## src/rtl/rc_mem_port_pkg.sv

```systemverilog
// rc_mem_port_pkg: shared types and constants for the reconfigurable-cell memory port.
//   mem_port_state_t : FSM state encoding of rc_mem_port
//   DP_WIDTH         : cell datapath width
//   RC_MEM_BE_WIDTH  : byte-enable width of one datapath word
package rc_mem_port_pkg;

  localparam int DP_WIDTH        = 32;
  localparam int RC_MEM_BE_WIDTH = DP_WIDTH / 8;

  typedef enum logic [1:0] {
    IDLE = 2'd0,
    REQ  = 2'd1,
    WAIT = 2'd2,
    DONE = 2'd3
  } mem_port_state_t;

endpackage

```

## src/rtl/rc_mem_port.sv

```systemverilog
// rc_mem_port: memory-side responder for one reconfigurable cell.
// Accepts an LWD/LWI/SWD/SWI request from the cell, resolves the address
// (indirect operand or internal post-incremented pointer) and runs a single
// req/gnt/rvalid transaction on the shared data bus.
//
// Ports
//   clk_i, rst_i            clock, synchronous active-high reset
//   rc_req_i .. rc_inc_i    cell request (held until rc_rvalid_o)
//   rc_rdata_o              registered load data
//   rc_rvalid_o             one-cycle completion pulse
//   rc_busy_o               transaction in flight
//   ptr_we_i, ptr_wdata_i   host load of the direct-address pointer
//   ptr_o                   current pointer
//   bus_*                   data-bus master side
//
// state | meaning
// IDLE  | waiting for rc_req_i; request fields latched on accept
// REQ   | bus_req_o asserted, waiting for bus_gnt_i
// WAIT  | granted, waiting for bus_rvalid_i
// DONE  | rc_rvalid_o pulse; no request accepted here
module rc_mem_port
  import rc_mem_port_pkg::*;
#(
  parameter int DATA_WIDTH = 32,
  parameter int ADDR_WIDTH = 32,
  parameter int INC_WIDTH  = 13
) (
  input  logic                    clk_i,
  input  logic                    rst_i,
  input  logic                    rc_req_i,
  input  logic                    rc_wen_i,
  input  logic                    rc_ind_i,
  input  logic [DATA_WIDTH-1:0]   rc_add_i,
  input  logic [DATA_WIDTH-1:0]   rc_wdata_i,
  input  logic [INC_WIDTH-1:0]    rc_inc_i,
  output logic [DATA_WIDTH-1:0]   rc_rdata_o,
  output logic                    rc_rvalid_o,
  output logic                    rc_busy_o,
  input  logic                    ptr_we_i,
  input  logic [ADDR_WIDTH-1:0]   ptr_wdata_i,
  output logic [ADDR_WIDTH-1:0]   ptr_o,
  output logic                    bus_req_o,
  input  logic                    bus_gnt_i,
  output logic                    bus_we_o,
  output logic [DATA_WIDTH/8-1:0] bus_be_o,
  output logic [ADDR_WIDTH-1:0]   bus_add_o,
  output logic [DATA_WIDTH-1:0]   bus_wdata_o,
  input  logic [DATA_WIDTH-1:0]   bus_rdata_i,
  input  logic                    bus_rvalid_i
);

  // Clears the byte-offset bits so every bus access is word aligned.
  localparam logic [ADDR_WIDTH-1:0] ALIGN_MASK = ~(ADDR_WIDTH'(DATA_WIDTH/8 - 1));

  mem_port_state_t state, state_nxt;

  logic                  lat_we;
  logic                  lat_ind;
  logic [ADDR_WIDTH-1:0] lat_add;
  logic [DATA_WIDTH-1:0] lat_wdata;
  logic [INC_WIDTH-1:0]  lat_inc;
  logic [ADDR_WIDTH-1:0] ptr;
  logic [ADDR_WIDTH-1:0] inc_ext;

  always_ff @(posedge clk_i) begin
    if (rst_i) state <= IDLE;
    else       state <= state_nxt;
  end

  always_comb begin
    state_nxt   = state;
    bus_req_o   = 1'b0;
    rc_rvalid_o = 1'b0;
    rc_busy_o   = 1'b1;
    case (state)
      IDLE: begin
        rc_busy_o = 1'b0;
        if (rc_req_i) state_nxt = REQ;
      end
      REQ: begin
        bus_req_o = 1'b1;
        if (bus_gnt_i) state_nxt = WAIT;
      end
      WAIT: begin
        if (bus_rvalid_i) state_nxt = DONE;
      end
      DONE: begin
        rc_rvalid_o = 1'b1;
        state_nxt   = IDLE;
      end
      default: state_nxt = IDLE;
    endcase
  end

  // Request fields are captured once on accept so the bus side never sees
  // the live rc_* inputs and stays stable through a grant stall.
  always_ff @(posedge clk_i) begin
    if (rst_i) begin
      lat_we    <= 1'b0;
      lat_ind   <= 1'b0;
      lat_add   <= '0;
      lat_wdata <= '0;
      lat_inc   <= '0;
    end else if (state == IDLE && rc_req_i) begin
      lat_we    <= ~rc_wen_i;
      lat_ind   <= rc_ind_i;
      lat_add   <= rc_ind_i ? ADDR_WIDTH'(rc_add_i) : ptr;
      lat_wdata <= rc_wdata_i;
      lat_inc   <= rc_inc_i;
    end
  end

  assign inc_ext = {{(ADDR_WIDTH-INC_WIDTH){lat_inc[INC_WIDTH-1]}}, lat_inc};

  // Host load wins over a post-increment landing in the same cycle.
  always_ff @(posedge clk_i) begin
    if (rst_i)                                   ptr <= '0;
    else if (ptr_we_i)                           ptr <= ptr_wdata_i;
    else if (state == REQ && bus_gnt_i && !lat_ind) ptr <= ptr + inc_ext;
  end

  always_ff @(posedge clk_i) begin
    if (rst_i)                                            rc_rdata_o <= '0;
    else if (state == WAIT && bus_rvalid_i && !lat_we)    rc_rdata_o <= bus_rdata_i;
  end

  assign ptr_o       = ptr;
  assign bus_we_o    = lat_we;
  assign bus_be_o    = '1;
  assign bus_add_o   = lat_add & ALIGN_MASK;
  assign bus_wdata_o = lat_wdata;

endmodule

```

## config.mk

```make
export PLATFORM = sky130hd
export DESIGN_NAME = rc_mem_port
export DESIGN_NICKNAME = d
export VERILOG_FILES = /design/src/rtl/rc_mem_port_pkg.sv /design/src/rtl/rc_mem_port.sv
export SDC_FILE = /design/constraint.sdc
export NUM_CORES = 1
export LEC_CHECK = 0
export ABC_AREA = 1
export CAP_MARGIN = 10
export CORE_UTILIZATION = 41
export DETAILED_ROUTE_END_ITERATION = 8
export HOLD_SLACK_MARGIN = 0.06
export PLACE_DENSITY = 0.84
export SETUP_SLACK_MARGIN = 0.05
export SYNTH_ARGS = -nofsm -noshare
export SYNTH_HDL_FRONTEND = slang
export SYNTH_SLANG_ARGS = --single-unit
```

## constraint.sdc

```tcl
create_clock -name clk_i -period 1.9 [get_ports clk_i]
set_input_delay 0.285 -clock clk_i [delete_from_list [all_inputs] [get_ports clk_i]]
set_output_delay 0.285 -clock clk_i [all_outputs]
set_load 0.01 [all_outputs]
```

Yosys cells after proc, flatten, opt, wreduce, memory -nomap -nowiden
Index checks and enable logic that the tools add are counted.

Add/subtract/negate cells: 1. Multipliers: 0. Divide/modulo/power cells: 0. Order comparisons: 0. Equality and inequality tests: 6. Shift operators: 0. Muxes and demuxes: 10. Bitwise operators: 1. Reductions and logical operators: 10.

Operators by type and width (count): 32-bit two-way mux (3); 32-bit adder (1); 2-bit one-hot mux with 4 select lines (1); 2-bit two-way mux (3); 2-bit != test (second input constant) (3); 1-bit logical AND (5); 2-bit equality test (second input constant) (2); 1-bit two-way mux (3); 3-bit AND reduction (1); 2-bit by 1-bit equality test with 1-bit output (second input constant) (1); 1-bit zero test (2); 2-bit zero test (1); 2-bit nonzero test (1); 1-bit inverter (1).

Flip-flop bits (word level): 145. Latch bits: 0. Memory bits (writable): 0. ROM bits: 0. Input bits: 149. Output and inout port bits: 136. Word-level logic and storage cells: 36. Memories: 0.

Logic depth before layout (Yosys ltp)
Word-level depth: 5. Depth in mapped cells: 13. Gate-level depth less buffers: 13.

Least setup slack after synthesis
Ideal clock, no wire load.

Kind: flip-flop to flip-flop. Start: register lat_inc[12]. End: register ptr[13], in the netlist ptr_o[13]. Library setup time: 128 ps. Arrival time: 1879 ps. Required time: 1772 ps. Setup slack: -106 ps. Cell stages (with the launch flop): 11. Path buffers: 0. Period minus slack after synthesis: 2006 ps. Cells stage by stage: dfxtp_1 > ha_1 > nand2_1 > inv_1 > nand2_1 > inv_1 > a21oi_1 > nand2_1 > or2_1 > a31oi_1 > nor2_1.

Longest elaborated chain between the ends: 3.

RTL lines: start, declared (line rc_mem_port.sv:61) `logic [INC_WIDTH-1:0] lat_inc;`; start signal, assigned (line rc_mem_port.sv:109) `lat_inc <= rc_inc_i;`; 32-bit adder (line rc_mem_port.sv:119) `else if (state == REQ && bus_gnt_i && !lat_ind) ptr <= ptr + inc_ext;`; 32-bit two-way mux (line rc_mem_port.sv:119); 32-bit two-way mux (line rc_mem_port.sv:118) `else if (ptr_we_i) ptr <= ptr_wdata_i;`; end signal, assigned (line rc_mem_port.sv:118); end signal, assigned (line rc_mem_port.sv:119); end, declared (line rc_mem_port.sv:62) `logic [ADDR_WIDTH-1:0] ptr;`.

Every way passes these cells. The select of a mux whose other input is x is not followed. A chain may end at the register's enable or synchronous reset.

Worst setup path in the final report
Start: register lat_inc[12]. End: register ptr[29], in the netlist ptr_o[29].

The elaborated chain is that of the path after synthesis.

==> impl_results.md <==
- Area contributors post-synth: dfxtp_1 (36%), nand2_1 (15%), nor2_1 (9.1%), inv_1 (8.2%), ha_1 (5.6%)
- Non-Filler Instances: 1850
- CTS buffer count: 17
- Post-synth top area share: 35.7%
- # H-tree levels: 4
- Initial antenna violation count: 0
- Netlist cell types: 33
- FF-to-FF setup slack: 0.05 ns
- CP Data Required Time: 2.26 ns
- # setup viols final: 0
- Final max-slew violation count: 0
- ANT nets after route: 0
- Share of layout cells above drive strength 1: 18.8%
- Crit path DAT: 2.21 ns
- Buffers on Ports: 276
- CP Launch Point: lat_inc[12]$_SDFFE_PP0P_
- Layout fillers: 1515
- Synth warn: 0
- Row Count: 50
- Die area: 20100 µm²
- Wirelength, routed: 31.0 mm
- Status: completed
- Chip height: 142 µm
- Crit start category: flip-flop
- Nets: 1763
- Synth area leader: dfxtp_1
- Achievable Freq: 540 MHz
- Via-to-Cell Ratio: 5.04
- CP Max Fanout: 9
- Max clock buf depth: 2
- Area added between synthesis and finish: 63.3%
- Hold Crit Start: ptr_wdata_i[0]
- Tmin final: 1.85 ns
- Final hold slack: 0.416 ns
- Antenna cells: 0
- Core ar.: 19000 µm²
- #FFs+latches synth: 143
- Peak VDD IR: 857 µV
- Wirelength per Cell: 16.7 µm
- Worst-Skew Late Latency: 0.44 ns
- Hold Fails Final Rpt: 0
- Critical path type: reg -> reg
- Pwr Total: 13.5 mW
- Hold Crit Endpoint: ptr_o[0]$_SDFFE_PP0P_
- GRT Residual Overflow: 0
- WHS Path Cells: 3
- Reg-to-reg endpoint: ptr_o[29]$_SDFFE_PP0P_
- First-pass GRT wire length: 45.4 mm
- Placed insts: 1813
- GRT Util Overall: 29.6%
- Starting Density: 42.3%
- Vias in the first global route: 8868
- Crit path capture type: flip-flop
- DR vias: 9332
- Placer Congestion: 0.953
- Final HPWL DP: 22.8 mm
- Clock sinks: 143
- HP Class: in -> reg
- Power per cell area: 1030 nW/µm²
- Cell Area, Placed: 11600 µm²
- DP Worst Slack: -0.122 ns
- # hold bufs at CTS: 0
- Reg2Reg Depth: 12
- Avg Inst Size Synth: 6.42 µm²
- Synth Instances: 1249
- RSZ-0062 raised after global routing: true
- Largest net degree at the start of global routing: 70
- Register area share after synthesis: 35.7%
- MaxCap Viol Count: 0
- CTS root buffer: clkbuf_16
- Worst clock skew: 0.0143 ns
- Fin area: 13100 µm²
- RR Startpoint: lat_inc[12]$_SDFFE_PP0P_
- Clock edge transition at the registers on the reported setup and hold paths: 0.07 ns
- IO Count: 285
- CTS tree: done
- Iteration count of the initial detailed-routing pass: 7
- DR DRC count: 0
- Synthesized area: 8020 µm²
- P_leak: 6.01 nW
- PnR worst setup slack: 0.0482 ns
- Period utilization: 97.5%
- Die width: 142 µm
- Detailed Route Iter0 Violations: 617
-- where the power goes --
group          switching, mW  internal (mW)  total [mW]
combinational           3.04           2.90        5.94
clock                   1.62           1.79        3.42
sequential             0.446           3.67        4.12
total                   5.11           8.36        13.5
-- worst max-delay path, cell delays in order, from the launching register on --
cell	delay, ns
dfxtp_4	0.36
buf_8	0.16
buf_4	0.16
ha_4	0.27
nand2_4	0.10
nor2_1	0.05
nor2_1	0.09
nand2_1	0.08
a21oi_2	0.14
nand2_1	0.08
nand2_1	0.07
nand3_1	0.09
a21oi_1	0.14
-- routing by layer --
metal | GRT usage [%] | vias up | share of wire [%]
met1 | 31.3 | 4261 | 37
met3 | 9.25 | 87 | 8.7
met5 | 0 | - | 0
met2 | 53.2 | 409 | 49
li1 | - | 4575 | -
met4 | 14.4 | 0 | 5.0
-- through the flow --
| step | util, % | TNS [ns] |
|---|---|---|
| 2_1_floorplan | - | 0 |
| 3_3_place_gp | 61.0 | -0.904 |
| 3_5_place_dp | 61.0 | -1.49 |
| 4_1_cts | 66.1 | 0 |
| 5_1_grt | 69.1 | -0.400 |
| 6_report | 69.1 | 0 |
-- layout make-up --
type | instances | area (µm²) | share of cell area [%]
clock inverters | 15 | 189 | 1.44
repair buffers | 363 | 3520 | 26.9
clock buffers | 17 | 425 | 3.25
flip-flops and latches | 143 | 2900 | 22.1
well taps | 260 | 325 | 2.48
inverters | 178 | 669 | 5.11
multi-input cells | 874 | 5070 | 38.7
-- placed cells by master (no fill, tap or decap), types with 16 or more instances in the layout --
cell,netlist,layout
o211ai_1,32,32
nand2_2,5,37
inv_1,176,166
ha_4,0,29
a21oi_1,43,26
clkbuf_16,0,17
dfxtp_1,143,119
nand2_1,327,285
nor2_1,194,178
o21ai_0,88,87
nand3_1,71,60
dfxtp_2,0,23
clkdlybuf4s50_1,0,272
buf_4,6,77
a21oi_2,0,16
-- kinds of logic (layout without fill, tap and decap cells) --
logic type | Yosys count | in the layout | share of synthesized area, %
flip-flops | 143 | 143 | 35.7
AO/OA/AOI/OAI | 194 | 194 | 14.1
AND/OR/NAND/NOR | 627 | 627 | 31.7
buffers and inverters | 236 | 573 | 11.5
other | 2 | 6 | 0.0936
adder cells (fa/ha/maj) | 37 | 37 | 5.87
XOR/XNOR | 10 | 10 | 1.09
-- registers in the layout (all words and copies together) (netlist names) --
name         cells
bus_wdata_o     32
ptr_o           32
rc_rdata_o      32
lat_add         30
lat_inc         13
state            2
bus_we_o         1
lat_ind          1
-- Yosys cell counts (all sizes together) --
cell	instances
a211oi	1
a21oi	43
a22o	15
a31oi	12
and2	2
and3	1
buf	18
clkbuf	40
conb	2
dfxtp	143
fa	1
ha	36
inv	178
nand2	332
nand3	73
nand3b	5
nand4	2
nor2	203
nor3	4
o211ai	32
o21ai	88
o21bai	2
o221ai	1
or2	5
xnor2	2
xor2	8
-- how the worst max path moves through the flow --
| stage | end | slack [ns] |
|---|---|---|
| 2_1_floorplan | ptr_o[16]$_SDFFE_PP0P_ | 0.08 |
| 3_3_place_gp | ptr_o[28]$_SDFFE_PP0P_ | -0.09 |
| 3_5_place_dp | ptr_o[13]$_SDFFE_PP0P_ | -0.12 |
| 4_1_cts | ptr_o[31]$_SDFFE_PP0P_ | 0.01 |
| 5_1_grt | ptr_o[29]$_SDFFE_PP0P_ | -0.07 |
| 6_report | ptr_o[29]$_SDFFE_PP0P_ | 0.05 |
-- what timing repair did --
item / in CTS / in global routing
endpoints found under the setup margin: 25 / 39
gates cloned: 0 / 0
pin swaps: 3 / 29
resized for setup: 50 / 151
buffers inserted: 3 / 2
(Power assumes the default switching activity.)
